$ cat src/rtl/seq_shifter_if.sv
// Request/result bundle for seq_shifter: operands and start in, busy/done/result out.
// The master side drives requests; the slave side is the shifter.
interface seq_shifter_if #(
  parameter int unsigned WIDTH = 16
) ();
  localparam int unsigned AW = $clog2(WIDTH);

  logic             i_start;
  logic [1:0]       i_mode;
  logic [AW-1:0]    i_amount;
  logic [WIDTH-1:0] i_in;
  logic             o_busy;
  logic             o_done;
  logic [WIDTH-1:0] o_out;

  modport master (
    output i_start, i_mode, i_amount, i_in,
    input  o_busy, o_done, o_out
  );

  modport slave (
    input  i_start, i_mode, i_amount, i_in,
    output o_busy, o_done, o_out
  );
endinterface

$ cat src/rtl/seq_shifter.sv
// Multi-cycle shifter: moves up to STEP bits per cycle through SLL/SRL/SRA/(ROL).
// Optional rotate on mode 11 is enabled by defining SEQ_SHIFTER_ROTATE_EN; otherwise mode 11 is SLL.
module seq_shifter #(
  parameter int unsigned WIDTH = 16,
  parameter int unsigned STEP  = 4
) (
  input  logic          clk,
  input  logic          reset,
  seq_shifter_if.slave  bus
);
  localparam int unsigned AW = $clog2(WIDTH);
  localparam logic [AW:0] StepW  = STEP[AW:0];
  localparam logic [AW:0] WidthW = WIDTH[AW:0];

  typedef enum logic [1:0] {StIdle, StShift, StDone} state_e;

  state_e           r_state, w_state_d;
  logic [WIDTH-1:0] r_work,  w_work_d;
  logic [AW-1:0]    r_rem,   w_rem_d;
  logic [1:0]       r_mode,  w_mode_d;
  logic [WIDTH-1:0] r_out,   w_out_d;

  logic [AW:0]      w_rem_ext;
  logic [AW:0]      w_k;
  logic [AW-1:0]    w_rem_nxt;
  logic [WIDTH-1:0] w_shl, w_srl, w_sra, w_shifted;

  // Bits moved this cycle: never more than what is left.
  assign w_rem_ext = {1'b0, r_rem};
  assign w_k       = (w_rem_ext > StepW) ? StepW : w_rem_ext;
  assign w_rem_nxt = r_rem - w_k[AW-1:0];

  assign w_shl = r_work << w_k;
  assign w_srl = r_work >> w_k;
  // MSB of the working value stays equal to the original sign bit across steps.
  assign w_sra = $unsigned($signed(r_work) >>> w_k);

`ifdef SEQ_SHIFTER_ROTATE_EN
  logic [WIDTH-1:0] w_rol;
  assign w_rol = w_shl | (r_work >> (WidthW - w_k));
`endif

  always_comb begin
    w_shifted = w_shl;
    unique case (r_mode)
      2'b00: w_shifted = w_shl;
      2'b01: w_shifted = w_srl;
      2'b10: w_shifted = w_sra;
`ifdef SEQ_SHIFTER_ROTATE_EN
      2'b11: w_shifted = w_rol;
`else
      2'b11: w_shifted = w_shl;
`endif
      default: w_shifted = w_shl;
    endcase
  end

  always_comb begin
    w_state_d = r_state;
    w_work_d  = r_work;
    w_rem_d   = r_rem;
    w_mode_d  = r_mode;
    w_out_d   = r_out;
    unique case (r_state)
      StIdle, StDone: begin
        if (bus.i_start) begin
          w_work_d = bus.i_in;
          w_rem_d  = bus.i_amount;
          w_mode_d = bus.i_mode;
          if (bus.i_amount != '0) begin
            w_state_d = StShift;
          end else begin
            w_state_d = StDone;
            w_out_d   = bus.i_in;
          end
        end else begin
          w_state_d = StIdle;
        end
      end
      StShift: begin
        w_work_d = w_shifted;
        w_rem_d  = w_rem_nxt;
        if (w_rem_nxt == '0) begin
          w_state_d = StDone;
          w_out_d   = w_shifted;
        end
      end
      default: w_state_d = StIdle;
    endcase
  end

  always_ff @(posedge clk) begin
    if (reset) begin
      r_state <= StIdle;
      r_work  <= '0;
      r_rem   <= '0;
      r_mode  <= '0;
      r_out   <= '0;
    end else begin
      r_state <= w_state_d;
      r_work  <= w_work_d;
      r_rem   <= w_rem_d;
      r_mode  <= w_mode_d;
      r_out   <= w_out_d;
    end
  end

  assign bus.o_busy = (r_state == StShift);
  assign bus.o_done = (r_state == StDone);
  assign bus.o_out  = r_out;

endmodule

$ cat src/flat_wrapper.sv
// flat-port wrapper written by rule: the top's interface ports become plain ports
module seq_shifter_flat 
#(
  parameter int unsigned WIDTH = 16,
  parameter int unsigned STEP  = 4
)
  (clk, reset, bus_i_start, bus_i_mode, bus_i_amount, bus_i_in, bus_o_busy, bus_o_done, bus_o_out);
  seq_shifter_if #(.WIDTH(WIDTH)) bus_i ();
  input  logic clk;
  input  logic reset;
  input wire logic [$bits(bus_i.i_start)-1:0] bus_i_start;
  input wire logic [$bits(bus_i.i_mode)-1:0] bus_i_mode;
  input wire logic [$bits(bus_i.i_amount)-1:0] bus_i_amount;
  input wire logic [$bits(bus_i.i_in)-1:0] bus_i_in;
  output wire logic [$bits(bus_i.o_busy)-1:0] bus_o_busy;
  output wire logic [$bits(bus_i.o_done)-1:0] bus_o_done;
  output wire logic [$bits(bus_i.o_out)-1:0] bus_o_out;
  assign bus_i.i_start = bus_i_start;
  assign bus_i.i_mode = bus_i_mode;
  assign bus_i.i_amount = bus_i_amount;
  assign bus_i.i_in = bus_i_in;
  assign bus_o_busy = bus_i.o_busy;
  assign bus_o_done = bus_i.o_done;
  assign bus_o_out = bus_i.o_out;
  seq_shifter #(.WIDTH(WIDTH), .STEP(STEP)) u_core (.clk(clk), .reset(reset), .bus(bus_i));
endmodule
$ cat config.mk
export PLATFORM = sky130hd
export DESIGN_NAME = seq_shifter_flat
export DESIGN_NICKNAME = d
export VERILOG_FILES = /design/src/rtl/seq_shifter_if.sv /design/src/rtl/seq_shifter.sv /design/src/flat_wrapper.sv
export SDC_FILE = /design/constraint.sdc
export NUM_CORES = 1
export LEC_CHECK = 0
export ABC_AREA = 1
export ABC_CLOCK_PERIOD_IN_PS = 1500
export CORE_ASPECT_RATIO = 0.5
export CORE_UTILIZATION = 40
export CTS_CLUSTER_SIZE = 28
export DETAILED_ROUTE_END_ITERATION = 16
export PLACE_DENSITY_LB_ADDON = 0.25
export SYNTH_ARGS = -nofsm -noshare
export SYNTH_HDL_FRONTEND = slang
export SYNTH_SLANG_ARGS = --single-unit
$ cat constraint.sdc
create_clock -name clk -period 1.5 [get_ports clk]
set_input_delay 0.225 -clock clk [delete_from_list [all_inputs] [get_ports clk]]
set_output_delay 0.225 -clock clk [all_outputs]
set_load 0.02 [all_outputs]
==> results.tsv <==
metric	value	unit
status	finished, violations left	
failing checks	setup timing	
Die Y	60.2	um
Core ar.	0.00631	mm2
Final Worst Setup Slack	-0.208	ns
area leader, netlist	dfxtp_1	
Fmax	585	MHz
Rel. slew slack	72.1	%
Switching Fraction	37.4	%
IO Port Bufs	42	
GP Congestion	0.974	
# Max-Cap Violations	0	
clock share of power	29.4	%
I/O Pins	43	
Mapped Area	0.00271	mm2
Worst-path clk slew	0.07	ns
Net Count, Synth	466	
Total GRT Usage	28.6	%
Max Slew Vio Count	0	
synth cell count leaders	114 x nand2_1, 54 x nand3_1, 52 x a21oi_1	
DP Cell Count	596	
cell area power density	993	mW/mm2
drt wl/cell	17.2	um
Gate Count Post-Synth	439	
Tcrit/Tclk final	114	%
combinational power share	41.4	%
setup TNS	-4.24	ns
non-filler cells, final	615	
Hold WS	0.518	ns
total power	4.32	mW
Avg Cell Area, Syn	6.18	um2
nets	553	
most frequent cell after synthesis	nand2_1	
worst slack, placed	-0.168	ns
Top FF cell, synth	dfxtp_1	
internal power	2.70	mW
initial core utilization	43.0	%
crit-path cells	nor2_4, buf_12, nand2_8, buf_6, nand2_4, nand3_2, nand3_2, nand2_2, o21ai_2, nand2_2, a21oi_2	
number of buffers created by CTS	5	
HP Class	flop to flop	
Largest delay share family, worst path	simple AND/OR/NAND/NOR gates	
Post-synth ARST share	0	%
share of cells above drive strength 1	38.0	%
synth top area cells	dfxtp_1 30%, nand2_1 16%, nand3_1 10%	
VDD IR max	0.000621	V
DRT antenna net count	0	
CP Class	flop to flop	
DIE AREA	0.00713	mm2
sw power	1.62	mW
Site Rows	20	
critical path fanouts, max	5	
DR iter-0 viols	418	
CP Data Arrival Time	1.93	ns
final hold vios	0	
leakage	1.83	nW
# setup viols final	32	
share of the synthesized area in the top cell type	29.5	%
gr ovfl total	0	
Root Buffer	clkbuf_16	
Worst Setup Start Kind	flop	
post-DP HPWL	6.65	mm
Post-CTS Hold Fix Bufs	0	
number of enable flip-flop cells after synthesis	0	
first drt pass iteration count	6	
sequential share of power	29.3	%
vias in the first global route	3070	
antenna cells	0	
synth-to-layout area growth	60.5	%
CTS sink count	40	
die width	118	um
Ys Warns	0	
first-pass GRT wire length	15.6	mm
initial antenna violation count	0	
RSZ-0062 raised after global routing	yes	
vias	3461	
fin crit period	1.71	ns
H-tree levels	2	
Seq/Total Area, Yosys	29.5	%
clk buf depth	2	
#FFs+latches synth	40	
Critical Path Max Stage Delay	0.37	ns
crit end category	flop	
Slowest-stage cell, CP	dfxtp_4	
DR vias/cell	5.63	
worst path required time	1.72	ns
Buffers & Inverters on Critical Path	2	
largest net degree at the start of global routing	36	
DR DRC count	0	
Total Routed Length	10.6	mm
Worst-Skew Late Latency	0.29	ns
Slew @ Worst Pin	0.417	ns
CTS tree	built	
Clock Skews	0.00467	ns
synth unique cells	30	
## path summary, 6_finish.rpt
check                           depth (start not counted)                              from  slack (ns)                          endpoint
worst max-delay path                                   11      u_core.r_rem[3]$_SDFFE_PP0P_       -0.21     u_core.r_work[1]$_SDFFE_PP0P_
worst min-delay path                                    2  u_core.bus.o_out[4]$_SDFFE_PP0P_        0.52  u_core.bus.o_out[4]$_SDFFE_PP0P_
worst max register to register                         11      u_core.r_rem[3]$_SDFFE_PP0P_       -0.21     u_core.r_work[1]$_SDFFE_PP0P_
worst min register to register                          2  u_core.bus.o_out[4]$_SDFFE_PP0P_        0.52  u_core.bus.o_out[4]$_SDFFE_PP0P_
## flip-flops by register name, summed over array words and instances, names as in the netlist
signal	flops
u_core.r_rem	4
u_core.r_work	16
u_core.bus.o_out	16
u_core.r_mode	2
u_core.r_state	2
## kinds of logic after synthesis
kind of cell / Yosys count / share of synthesized area (%)
flops: 40 / 29.5
simple gates: 229 / 38.5
buf+inv: 56 / 9.13
compound gates: 112 / 21.9
fa+ha+maj: 2 / 0.922
## routing by layer
metal / track usage (%) / up-vias / routed length (um)
met5: 0 / - / 0
met4: 10.7 / 0 / 242
met3: 8.68 / 33 / 1370
met2: 41.2 / 223 / 4330
met1: 40.0 / 1563 / 4620
li1: - / 1642 / -
## tightest hold or removal path: stages (launching register included)
cell and delay [ns]:
dfxtp_1 0.31, o21ai_1 0.12, a21oi_1 0.04
## per-stage QoR
step | utilization (%) | cell area [um2]
3_5_place_dp | 56.7 | 3580
4_1_cts | 64.9 | 4100
3_3_place_gp | 56.7 | 3580
5_1_grt | 69.0 | 4350
2_1_floorplan | - | 2720
6_report | 69.0 | 4350
## power groups by stage
stage                     logic, mW  registers [mW]  clock network (mW)
final                          1.79            1.26                1.27
after global routing           1.91            1.27                1.31
after CTS                      1.57            1.25                1.27
after detailed placement       1.36            1.27                   0
after global placement         1.36            1.27                   0
after floorplan               0.785            1.29                   0
## repair_timing
action                     4_1_cts  5_1_grt
resized for setup               72       64
gates cloned                     4        1
buffers inserted                 6        0
setup endpoints to repair       36       35
pin swaps                       14       28
## final cells by class
type	count	area, um2
multi-input cells	346	2100
fillers	493	1950
repair buffers	97	1000
flip-flops and latches	40	813
inverters	35	143
clock buffers	5	125
well taps	88	110
clock inverters	3	47.5
repair inverters	1	8.76
## cells in the final DEF, fill, tap and decap left out, types with 2 or more instances in the layout
cell             Yosys  routed
clkinv_4             0       4
buf_6                2      10
dfxtp_1             40      32
clkdlybuf4s50_1      0      38
clkbuf_16            0       5
nand2_1            114      85
o21ai_1             18      10
nand2_4              2      11
ha_4                 0       2
nand3_2              0      14
o21ai_4              0       2
inv_2                4       8
a21oi_2              0      19
nand2_2              8      28
o211ai_1             4       4
inv_1               30      24
o21ai_0             32      29
nand3_1             54      40
nor2_1              28      24
nor2_4               2       5
or2_2               15      14
nand2_8              0       3
dlygate4sd2_1        0       2
buf_12               0       9
buf_4                4      35
o21ai_2              2      11
nor2_2               1       2
a21oi_1             52      33
dfxtp_2              0       7
Power figures use the tool's default switching activity.
